--- src/rtl/pe_tile_sequencer.sv ---
// pe_tile_sequencer: expands one dot-product tile command into the PE
// instruction stream CLR -> MAC x N -> RND (optional) -> OUT. It fetches
// operands from the vector/matrix SRAMs so they line up with each MAC and
// captures the PE result after OUT.

`timescale 1ns/1ps

package pe_pkg;
  localparam int PE_MODE_BITWIDTH    = 2;
  localparam int PE_VALUE_BITWIDTH   = 8;
  localparam int PE_OPCODE_BITWIDTH  = 2;
  localparam int PE_INPUT_BITWIDTH   = 32;
  localparam int PE_OUTPUT_BITWIDTH  = 32;

  localparam logic [PE_OPCODE_BITWIDTH-1:0] PE_OP_OPCODE  = 2'd0;
  localparam logic [PE_OPCODE_BITWIDTH-1:0] PE_RND_OPCODE = 2'd1;

  localparam logic [PE_VALUE_BITWIDTH-1:0] PE_CLR_VALUE = 8'd1;
  localparam logic [PE_VALUE_BITWIDTH-1:0] PE_MAC_VALUE = 8'd2;
  localparam logic [PE_VALUE_BITWIDTH-1:0] PE_OUT_VALUE = 8'd3;

  typedef struct packed {
    logic [PE_OPCODE_BITWIDTH-1:0] opcode;
    logic [PE_MODE_BITWIDTH-1:0]   mode;
    logic [PE_VALUE_BITWIDTH-1:0]  value;
  } pe_inst_t;
endpackage

module pe_tile_sequencer
  import pe_pkg::*;
#(
  parameter int ADDR_W = 10,
  parameter int LEN_W  = 8
) (
  input  logic                          clk,
  input  logic                          rst_n,
  input  logic                          cmd_valid,
  output logic                          cmd_ready,
  input  logic [LEN_W-1:0]              cmd_len,
  input  logic [PE_MODE_BITWIDTH-1:0]   cmd_mode,
  input  logic [PE_VALUE_BITWIDTH-1:0]  cmd_shift,
  input  logic [ADDR_W-1:0]             cmd_vec_base,
  input  logic [ADDR_W-1:0]             cmd_mat_base,
  output logic                          vec_rd_en,
  output logic [ADDR_W-1:0]             vec_rd_addr,
  input  logic [PE_INPUT_BITWIDTH-1:0]  vec_rd_data,
  output logic                          mat_rd_en,
  output logic [ADDR_W-1:0]             mat_rd_addr,
  input  logic [PE_INPUT_BITWIDTH-1:0]  mat_rd_data,
  output pe_inst_t                      pe_inst,
  output logic                          pe_inst_valid,
  output logic [PE_INPUT_BITWIDTH-1:0]  pe_vector_input,
  output logic [PE_INPUT_BITWIDTH-1:0]  pe_matrix_input,
  input  logic [PE_OUTPUT_BITWIDTH-1:0] pe_vector_output,
  output logic                          result_valid,
  output logic [PE_OUTPUT_BITWIDTH-1:0] result_data,
  output logic                          busy
);

  typedef enum logic [2:0] {
    S_IDLE, S_CLR, S_MAC, S_RND, S_OUT, S_WAIT, S_CAP
  } state_t;

  state_t                         r_state;
  state_t                         w_next_state;
  logic [LEN_W-1:0]               r_len;
  logic [PE_MODE_BITWIDTH-1:0]    r_mode;
  logic [PE_VALUE_BITWIDTH-1:0]   r_shift;
  logic [ADDR_W-1:0]              r_vec_base;
  logic [ADDR_W-1:0]              r_mat_base;
  logic [LEN_W-1:0]               r_k;
  logic                           r_stage_valid;
  pe_inst_t                       r_stage_inst;
  logic                           r_result_valid;
  logic [PE_OUTPUT_BITWIDTH-1:0]  r_result_data;

  logic                           w_accept;
  logic                           w_k_last;
  logic                           w_stage_load;
  pe_inst_t                       w_stage_inst;
  logic                           w_rd_en;
  logic                           w_stage_is_mac;

  // Ready is forced low while reset is held so no command slips in then.
  assign cmd_ready = rst_n && (r_state == S_IDLE);
  assign w_accept  = cmd_valid && cmd_ready;
  assign w_k_last  = (r_k == r_len - LEN_W'(1));
  assign busy      = (r_state != S_IDLE);

  // Next-state decode plus the instruction each state hands to the stage register.
  always_comb begin
    // NOTE: every signal gets a default first so no latch can be inferred.
    w_next_state = r_state;
    w_stage_load = 1'b0;
    w_stage_inst = '0;
    w_rd_en      = 1'b0;
    unique case (r_state)
      S_IDLE: begin
        if (w_accept) w_next_state = S_CLR;
      end
      S_CLR: begin
        w_stage_load = 1'b1;
        w_stage_inst = '{opcode: PE_OP_OPCODE, mode: r_mode, value: PE_CLR_VALUE};
        if (r_len != '0)        w_next_state = S_MAC;
        else if (r_shift != '0) w_next_state = S_RND;
        else                    w_next_state = S_OUT;
      end
      S_MAC: begin
        w_stage_load = 1'b1;
        w_rd_en      = 1'b1;
        w_stage_inst = '{opcode: PE_OP_OPCODE, mode: r_mode, value: PE_MAC_VALUE};
        if (w_k_last) w_next_state = (r_shift != '0) ? S_RND : S_OUT;
      end
      S_RND: begin
        w_stage_load = 1'b1;
        w_stage_inst = '{opcode: PE_RND_OPCODE, mode: r_mode, value: r_shift};
        w_next_state = S_OUT;
      end
      S_OUT: begin
        w_stage_load = 1'b1;
        w_stage_inst = '{opcode: PE_OP_OPCODE, mode: r_mode, value: PE_OUT_VALUE};
        w_next_state = S_WAIT;
      end
      S_WAIT:  w_next_state = S_CAP;
      S_CAP:   w_next_state = S_IDLE;
      default: w_next_state = S_IDLE;
    endcase
  end

  // FSM state register.
  always_ff @(posedge clk) begin
    // NOTE: state uses non-blocking assignment so all flops update together.
    if (!rst_n) r_state <= S_IDLE;
    else        r_state <= w_next_state;
  end

  // Latch the command fields on acceptance; they stay stable for the whole tile.
  always_ff @(posedge clk) begin
    if (!rst_n) begin
      r_len      <= '0;
      r_mode     <= '0;
      r_shift    <= '0;
      r_vec_base <= '0;
      r_mat_base <= '0;
    end else if (w_accept) begin
      r_len      <= cmd_len;
      r_mode     <= cmd_mode;
      r_shift    <= cmd_shift;
      r_vec_base <= cmd_vec_base;
      r_mat_base <= cmd_mat_base;
    end
  end

  // MAC index: cleared on accept, advances once per MAC cycle.
  always_ff @(posedge clk) begin
    if (!rst_n)               r_k <= '0;
    else if (w_accept)        r_k <= '0;
    else if (r_state == S_MAC) r_k <= r_k + LEN_W'(1);
  end

  // One-entry stage register delays each instruction by a cycle so it meets the SRAM data.
  always_ff @(posedge clk) begin
    if (!rst_n) begin
      r_stage_valid <= 1'b0;
      r_stage_inst  <= '0;
    end else begin
      r_stage_valid <= w_stage_load;
      r_stage_inst  <= w_stage_load ? w_stage_inst : '0;
    end
  end

  // Capture the PE output in CAP and pulse valid for the following cycle.
  always_ff @(posedge clk) begin
    if (!rst_n) begin
      r_result_valid <= 1'b0;
      r_result_data  <= '0;
    end else begin
      r_result_valid <= (r_state == S_CAP);
      if (r_state == S_CAP) r_result_data <= pe_vector_output;
    end
  end

  // Read addresses wrap naturally in ADDR_W bits.
  assign vec_rd_en   = w_rd_en;
  assign mat_rd_en   = w_rd_en;
  assign vec_rd_addr = w_rd_en ? (r_vec_base + ADDR_W'(r_k)) : '0;
  assign mat_rd_addr = w_rd_en ? (r_mat_base + ADDR_W'(r_k)) : '0;

  assign w_stage_is_mac  = r_stage_valid && (r_stage_inst.opcode == PE_OP_OPCODE)
                           && (r_stage_inst.value == PE_MAC_VALUE);
  assign pe_inst         = r_stage_inst;
  assign pe_inst_valid   = r_stage_valid;
  assign pe_vector_input = w_stage_is_mac ? vec_rd_data : '0;
  assign pe_matrix_input = w_stage_is_mac ? mat_rd_data : '0;
  assign result_valid    = r_result_valid;
  assign result_data     = r_result_data;

endmodule

--- config.mk ---
export PLATFORM = sky130hd
export DESIGN_NAME = pe_tile_sequencer
export DESIGN_NICKNAME = d
export VERILOG_FILES = /design/src/rtl/pe_tile_sequencer.sv
export SDC_FILE = /design/constraint.sdc
export NUM_CORES = 1
export LEC_CHECK = 0
export ABC_AREA = 1
export BUFFER_PORTS_ARGS = -buffer_cell sky130_fd_sc_hd__buf_2
export CAP_MARGIN = 0
export CORE_AREA = 2 2 105 107
export CTS_CLUSTER_DIAMETER = 120
export DETAILED_ROUTE_END_ITERATION = 7
export DIE_AREA = 0 0 107 109
export HOLD_SLACK_MARGIN = 0.02
export PLACE_DENSITY = 0.85
export SLEW_MARGIN = 10
export SYNTH_ARGS = -nofsm -noshare
export SYNTH_HDL_FRONTEND = slang
export SYNTH_SLANG_ARGS = --single-unit
export TNS_END_PERCENT = 5
--- constraint.sdc ---
create_clock -name clk -period 3 [get_ports clk]
set_input_delay 0.3 -clock clk [delete_from_list [all_inputs] [get_ports clk]]
set_output_delay 0.3 -clock clk [all_outputs]
set_load 0.05 [all_outputs]
======== Yosys cells after proc, flatten, opt, wreduce, memory -nomap -nowiden ========
Index checks and enable logic that the tools add are counted.
storage, ports and cells
  register bits ........................... 95
  latch bits .............................. 0
  memory bits (writable) .................. 0
  memory bits (read-only) ................. 0
  input bits .............................. 137
  word-level logic and storage cells ...... 53
  memories ................................ 0
operators by class
  add/sub/neg operators ................... 4
  multiply operators ...................... 0
  divide/modulo/power cells ............... 0
  $lt $le $gt $ge ......................... 0
  eq/ne operators ......................... 10
  shift-type cells ........................ 0
  multiplexer cells ....................... 12
  bitwise logic cells ..................... 1
  reduce and logical (&&, ||, !) cells .... 13
operator list
  cell                 number
  $mux 32              2
  $pmux 11 s4          1
  $add 10x8->10        2
  $mux 10              2
  $pmux 3 s6           1
  $reduce_bool 8->1    2
  $mux 3               4
  $eq 3x3->1 const B   3
  $add 8x1->8 const B  1
  $eq 8x2->1 const B   1
  $eq 8x8->1           1
  $sub 8x1->8 const B  1
  $eq 3x2->1 const B   2
  $logic_and 1x1->1    4
  $ne 2x2->1 const B   2
  $reduce_and 2->1     2
  $reduce_or 4->1      1
  $eq 3x1->1 const B   1
  $logic_not 3->1      1
  $reduce_bool 3->1    1
  $logic_not 2->1      1
  $mux 1               2
  $reduce_or 2->1      1
  $not 1->1            1

======== Depth between registers and ports, before layout ========
Gate-level depths: netlist of run 1.
  depth after elaboration ................. 5
  mapped depth ............................ 14
  depth with buffers taken out ............ 14

======== Least setup slack after synthesis of run 1 ========
OpenSTA, ideal clock, no wires.
  kind .................................... reg-to-output
  from .................................... reg r_k[0]
  to ...................................... out mat_rd_addr[6]
  arrival ................................. 2.354 ns
  required time ........................... 2.700 ns
  slack ................................... 0.346 ns
  stages on the path, launching flop included .. 13
  path buffers ............................ 0
  path through ............................ dfxtp_1 ha_1 inv_1 fa_1 inv_1 a21oi_1 o21ai_0 nand2_1 nand2_1 a21oi_1 nand2_1 nand2_1 nor2_1
between the ends
  longest elaborated chain between the ends .. 2
RTL lines
  element                   RTL line  text
  start: declaration        71        logic [LEN_W-1:0] r_k;
  start signal: assignment  158       else if (r_state == S_MAC) r_k <= r_k + LEN_W'(1);
  $add 10x8->10             187       assign mat_rd_addr = w_rd_en ? (r_mat_base + ADDR_W'(r_k)) : '0;
  $mux 10                   187
  end: declaration          48        output logic [ADDR_W-1:0] mat_rd_addr,
No other way between the ends.

======== Final worst setup path of run 1 ========
  from .................................... reg r_k[0]
  to ...................................... out vec_rd_addr[6]
between the ends
  longest elaborated chain between the ends .. 2
RTL lines
  element           RTL line  text
  $add 10x8->10     186       assign vec_rd_addr = w_rd_en ? (r_vec_base + ADDR_W'(r_k)) : '0;
  $mux 10           186
  end: declaration  45        output logic [ADDR_W-1:0] vec_rd_addr,
No other way between the ends.

==> reports/results.txt, run 1 <==
Status -> complete, no violations
Remaining Overflow, GRT -> 0
R2r startpoint -> r_len[0]
Num CTS Buffers -> 9
Initial Utilization -> 0.475
Post-synthesis register bit count -> 94
P_leak -> 3.84 nW
Internal power -> 0.00217 W
Synth Cell Area -> 5030 um2
Crit. End Element -> primary output
CTS clk-pin slew, worst paths -> 100 ps
Worst EP required -> 2700 ps
CP max FO -> 7
Post-Layout Cell Count -> 1142
Antenna viol nets, final -> 0
Die X -> 107 um
Total Die Area -> 11700 um2
Synth-to-Final Area Change -> 31.6%
Most frequent cells in the layout -> 267 x buf_2, 172 x nor2_1, 141 x inv_1, 95 x nand2_1, 92 x dfxtp_1
# diodes -> 0
# IOs -> 271
Placeable Area -> 10600 um2
DRC -> 0
GR Util All Layers -> 0.254
Max incr delay on CP -> 420 ps
Htree depth -> 3
Slew HR -> 0.351
Vias in the first global route -> 5013
Max Slew Vio Count -> 0
Hold Vio Cnt, Final -> 0
Fmax -> 0.358 GHz
Clock Power Share -> 0.247
Clock Sinks -> 94
Count of cell types in the netlist -> 35
CP bufs+invs -> 3
DRT Pass-1 Iters -> 4
Crit path from -> r_k[0]
Post-Syn Nets -> 900
Most common cell after layout, fill and taps aside -> buf_2
Setup Skew -> 20.2 ps
Vias per cell -> 4.77
Min Tclk post-route -> 2790 ps
Net Sw Frac -> 0.393
WS Path Type -> flop to primary output
Maxcap violations -> 0
Cells after DPL -> 1126
CTS root buf -> clkbuf_8
Largest net degree at the start of global routing -> 65
Routed WL -> 15.5 mm
Crit path arrival time -> 2490 ps
Die height -> 109 um
HP Class -> primary input to flop
CP delay by family, top -> adder cells
Fin nets -> 1155
Tcrit/Tclk final -> 0.931
FP Rows -> 38
Sequential share of power -> 0.415
GPL Wtd Cong -> 0.885
Hold wc startpoint -> cmd_shift[2]
Post-synthesis sequential area ratio -> 0.374
Final setup vio count -> 0
CTS tree -> built
Critical path's slowest cell -> dfxtp_2
Vias -> 5443
Fin area -> 6630 um2
Yosys Warn Count -> 0
DP Area -> 6410 um2
Mapped Cells -> 742
1st-iter DRT viols -> 298
P_sw -> 0.00141 W
Tightest Pin Transition -> 972 ps
Worst setup SP type -> flop
Synthesized area per cell -> 6.78 um2
Clock Tree Buf Depth -> 2
Pwr/cell area -> 540 nW/um2
IO Port Bufs -> 269
Power Total -> 0.00358 W
CTS Hold Buffers Added -> 0
First-pass GRT wire length -> 23.6 mm
Cell breakdown of the critical path -> ha_1 > inv_1 > fa_1 > inv_1 > a21oi_1 > o21bai_2 > nand2_1 > nand2_1 > a21oi_1 > xor2_1 > nor2_1 > clkbuf_4
Share of cells above drive strength 1 -> 0.323
Worst skew pair latency -> 370 ps
Maximum vdd ir drop -> 0.374 mV
Comb pwr share -> 0.338
DP HPWL -> 12.0 mm
DR WL/cell -> 13.6 um
Initial antenna violation count -> 1
## timing repair
item,in CTS,in global routing
gates resized for setup,2,5
setup endpoints to repair,3,3
hold endpoints to repair,0,0
buffers inserted,0,0
## state kept, by name, indices dropped and copies added, names as in the netlist
| name | cells |
|---|---|
| r_shift | 8 |
| r_state | 3 |
| r_vec_base | 10 |
| result_valid | 1 |
| r_k | 8 |
| r_len | 8 |
| r_mode | 2 |
| result_data | 32 |
| r_mat_base | 10 |
| pe_inst_valid | 1 |
| pe_inst | 11 |
## area by class of cell
| class | instances | area [um2] |
|---|---|---|
| Clock buffer | 10 | 128 |
| Sequential cell | 94 | 1880 |
| Timing Repair Buffer | 272 | 1370 |
| Clock inverter | 6 | 75.1 |
| Tap cell | 140 | 175 |
| Fill cell | 1005 | 3980 |
| Inverter | 145 | 547 |
| Multi-Input combinational cell | 475 | 2440 |
## cell usage after synthesis, drive strengths merged
cell type | n | share of area
xnor2 | 1 | 0.0017
a21oi | 29 | 0.030
a31oi | 5 | 0.0062
conb | 1 | 0.00074
a22o | 15 | 0.026
nor3 | 7 | 0.0089
nor4 | 2 | 0.0025
o21ai | 81 | 0.093
clkbuf | 15 | 0.011
xor2 | 4 | 0.0070
inv | 145 | 0.11
nand4 | 6 | 0.0087
o211ai | 1 | 0.0015
nand2 | 96 | 0.073
buf | 13 | 0.023
nand3 | 23 | 0.023
nor2 | 178 | 0.14
and3 | 1 | 0.0012
dfxtp | 94 | 0.37
o21bai | 4 | 0.0060
ha | 19 | 0.047
fa | 2 | 0.0080
## power groups by stage
stage	clock [W]	combinational, W	sequential, W
2_1_floorplan	0	0.000897	0.00153
4_1_cts	0.000898	0.00121	0.00148
3_5_place_dp	0	0.00120	0.00151
5_1_grt	0.000945	0.00135	0.00150
3_3_place_gp	0	0.00118	0.00150
6_report	0.000883	0.00121	0.00149
## through the flow
stage | util | setup WS, ps | TNS, ps | hold slack, ps
finish | 0.625 | 206 | 0 | 129
global route | 0.625 | -4.60 | -4.60 | 123
CTS | 0.624 | 102 | 0 | 111
detailed placement | 0.604 | 345 | 0 | 430
global placement | 0.604 | 404 | 0 | 430
floorplan | - | 346 | 0 | 410
## routing by layer
metal,share of wire,up-vias,GRT usage
li1,-,2801,-
met1,0.45,2427,0.339
met2,0.45,197,0.408
met3,0.082,18,0.0741
met4,0.013,0,0.0622
met5,0,-,0
## path summary, 6_finish.rpt
| path | to | slack, ps | depth (start not counted) |
|---|---|---|---|
| setup / recovery | vec_rd_addr[6] | 210 | 12 |
| hold / removal | r_shift[2] | 130 | 3 |
| setup reg to reg | r_state[1] | 950 | 13 |
| hold reg to reg | pe_inst[9] | 440 | 2 |
## tightest hold or removal path, cell delays in order
cell     delay (ps)
buf_2            70
nand2_1          50
o21ai_2          40
## cells by family (layout without fill, tap and decap cells)
family | count (synthesis) | in the layout | share of synthesized area
buffers and inverters | 173 | 433 | 0.142
AOI/OAI and AO/OA | 135 | 135 | 0.163
DFF | 94 | 94 | 0.374
other | 1 | 1 | 0.000745
and+or+nand+nor | 313 | 313 | 0.256
xor gates and xnor gates | 5 | 5 | 0.00870
adders and majority gates | 21 | 21 | 0.0552
Power figures use the tool's default switching activity.
==> run 2, diff against run 1 <==
Settings changed: CORE_AREA 2 2 105 107 to default, CORE_ASPECT_RATIO from default to 0.8, CORE_MARGIN from default to 1, CORE_UTILIZATION from default to 49, DIE_AREA 0 0 107 109 to default, PLACE_DENSITY 0.85 to 0.87.
==> reports/results.txt, run 2 (same netlist as run 1, synthesis figures left out) <==
Number of post-CTS setup repair buffers -> 0
Hold path depth -> 3
Worst reg2reg setup slack -> 990 ps
Antenna viol nets, final -> 0
P_leak -> 3.91 nW
Worst slack, placed -> 376 ps
Reg area -> 1880 um2
CP max FO -> 7
Comb pwr share -> 0.310
DRT Pass-1 Iters -> 5
Min Tclk post-route -> 2740 ps
HP Class -> primary input to flop
Slew HR -> 0.337
Vias in the first global route -> 4975
Fin nets -> 1156
Tcrit/Tclk final -> 0.912
DR WL/cell -> 13.8 um
Setup Skew -> 5.58 ps
Maxcap violations -> 0
Remaining Overflow, GRT -> 0
Largest net degree at the start of global routing -> 48
1st-iter DRT viols -> 363
Max Slew Vio Count -> 0
Worst skew pair latency -> 340 ps
Placeable Area -> 9810 um2
Fin area -> 6760 um2
PnR worst setup slack -> 263 ps
Fmax -> 0.365 GHz
TNS Setup -> 0 ps
FF-to-FF path depth -> 13
# diodes -> 0
End of the worst hold path -> r_len[5]
Hold wc startpoint -> cmd_len[5]
DRC -> 0
Status -> complete, no violations
Cells after DPL -> 1123
Worst EP required -> 2700 ps
Clock Sinks -> 94
First-pass GRT wire length -> 24.4 mm
CTS Hold Buffers Added -> 0
IO Port Bufs -> 269
CTS root buf -> clkbuf_16
Crit path arrival time -> 2440 ps
Tightest Pin Transition -> 993 ps
CTS clk-pin slew, worst paths -> 70 ps
Final setup vio count -> 0
Most frequent cells in the layout -> 268 x buf_2, 172 x nor2_1, 141 x inv_1, 95 x nand2_1, 93 x dfxtp_1
Post-Layout Cell Count -> 1139
Hold slack -> 163 ps
GPL Wtd Cong -> 0.892
DP HPWL -> 12.0 mm
DP Area -> 6410 um2
Internal power -> 0.00255 W
Clock Tree Buf Depth -> 2
Synth-to-Final Area Change -> 34.3%
Fill cells -> 862
Worst setup SP type -> flop
# IOs -> 271
P_sw -> 0.00143 W
Maximum vdd ir drop -> 0.542 mV
Die X -> 115 um
Crit. End Element -> primary output
R2r startpoint -> r_len[0]
Vias -> 5486
WS Path Type -> flop to primary output
Worst R2R End -> r_state[1]
Num CTS Buffers -> 9
Die height -> 92.7 um
GR Util All Layers -> 0.294
Initial Utilization -> 0.513
Sequential share of power -> 0.373
Net Sw Frac -> 0.359
Vias per cell -> 4.82
FP Rows -> 32
Hold Vio Cnt, Final -> 0
Share of cells above drive strength 1 -> 0.324
Initial antenna violation count -> 0
CTS tree -> built
Clock Power Share -> 0.317
Total Die Area -> 10700 um2
Max FFs per register -> 32
Most common cell after layout, fill and taps aside -> buf_2
RSZ-0062 raised after global routing -> no
Routed WL -> 15.7 mm
Pwr/cell area -> 589 nW/um2
Htree depth -> 3
Area occupied by multi-input gates -> 2440 um2
==> run 2: cell count changes in the layout (fill, tap and decap cells not counted), sizes merged <==
cell,change
clkinvlp,-1
clkbuf,+1
clkinv,+1
bufinv,+1
inv,-3
buf,+2
==> run 2: layout make-up <==
type                       count  share of cell area
multi-input combinational    475               0.362
sequential                    94               0.279
timing repair buffer         273               0.204
inverter                     145              0.0809
clock buffer                  12              0.0380
tap                          136              0.0252
clock inverter                 4              0.0115
==> run 2: power groups by stage <==
| stage | logic (W) | registers, W | clock network [W] |
|---|---|---|---|
| finish | 0.00123 | 0.00149 | 0.00126 |
| global route | 0.00138 | 0.00150 | 0.00134 |
| CTS | 0.00122 | 0.00148 | 0.00128 |
| detailed placement | 0.00121 | 0.00151 | 0 |
| global placement | 0.00118 | 0.00150 | 0 |
| floorplan | 0.000897 | 0.00153 | 0 |
==> run 2: stage by stage <==
stage	utilization	total power, W
final	0.689	0.00398
after global routing	0.689	0.00421
after CTS	0.688	0.00399
after detailed placement	0.653	0.00271
after global placement	0.653	0.00268
after floorplan	-	0.00242
==> run 2: worst max-delay path by stage <==
stage / from / to / depth (start not counted)
after CTS: r_k[0] / vec_rd_addr[6] / 12
after detailed placement: r_k[0] / mat_rd_addr[6] / 13
after global placement: r_k[0] / mat_rd_addr[6] / 13
after global routing: r_k[0] / vec_rd_addr[6] / 12
final: r_k[0] / vec_rd_addr[6] / 12
after floorplan: r_k[0] / mat_rd_addr[6] / 12
==> run 2: routing by layer <==
| metal | track usage | wire, um | up-vias |
|---|---|---|---|
| li1 | - | - | 2802 |
| met4 | 0.0909 | 289 | 0 |
| met1 | 0.396 | 7170 | 2419 |
| met2 | 0.458 | 7000 | 239 |
| met5 | 0 | 0 | - |
| met3 | 0.0746 | 1250 | 26 |
==> run 2: what timing repair did <==
item | 4_1_cts | 5_1_grt
resized for setup | 1 | 5
setup endpoints to repair | 1 | 3
pin swaps | 0 | 0
==> run 2: worst max-delay path, stage by stage, from the launching register on <==
cell      delay (ps)
dfxtp_2          400
ha_2             240
inv_1             60
fa_1             350
inv_1            110
a21oi_1           90
o21bai_2         180
nand2_1           80
nand2_1           60
a21oi_1           70
xor2_1           140
nor2_1            80
clkbuf_4         230
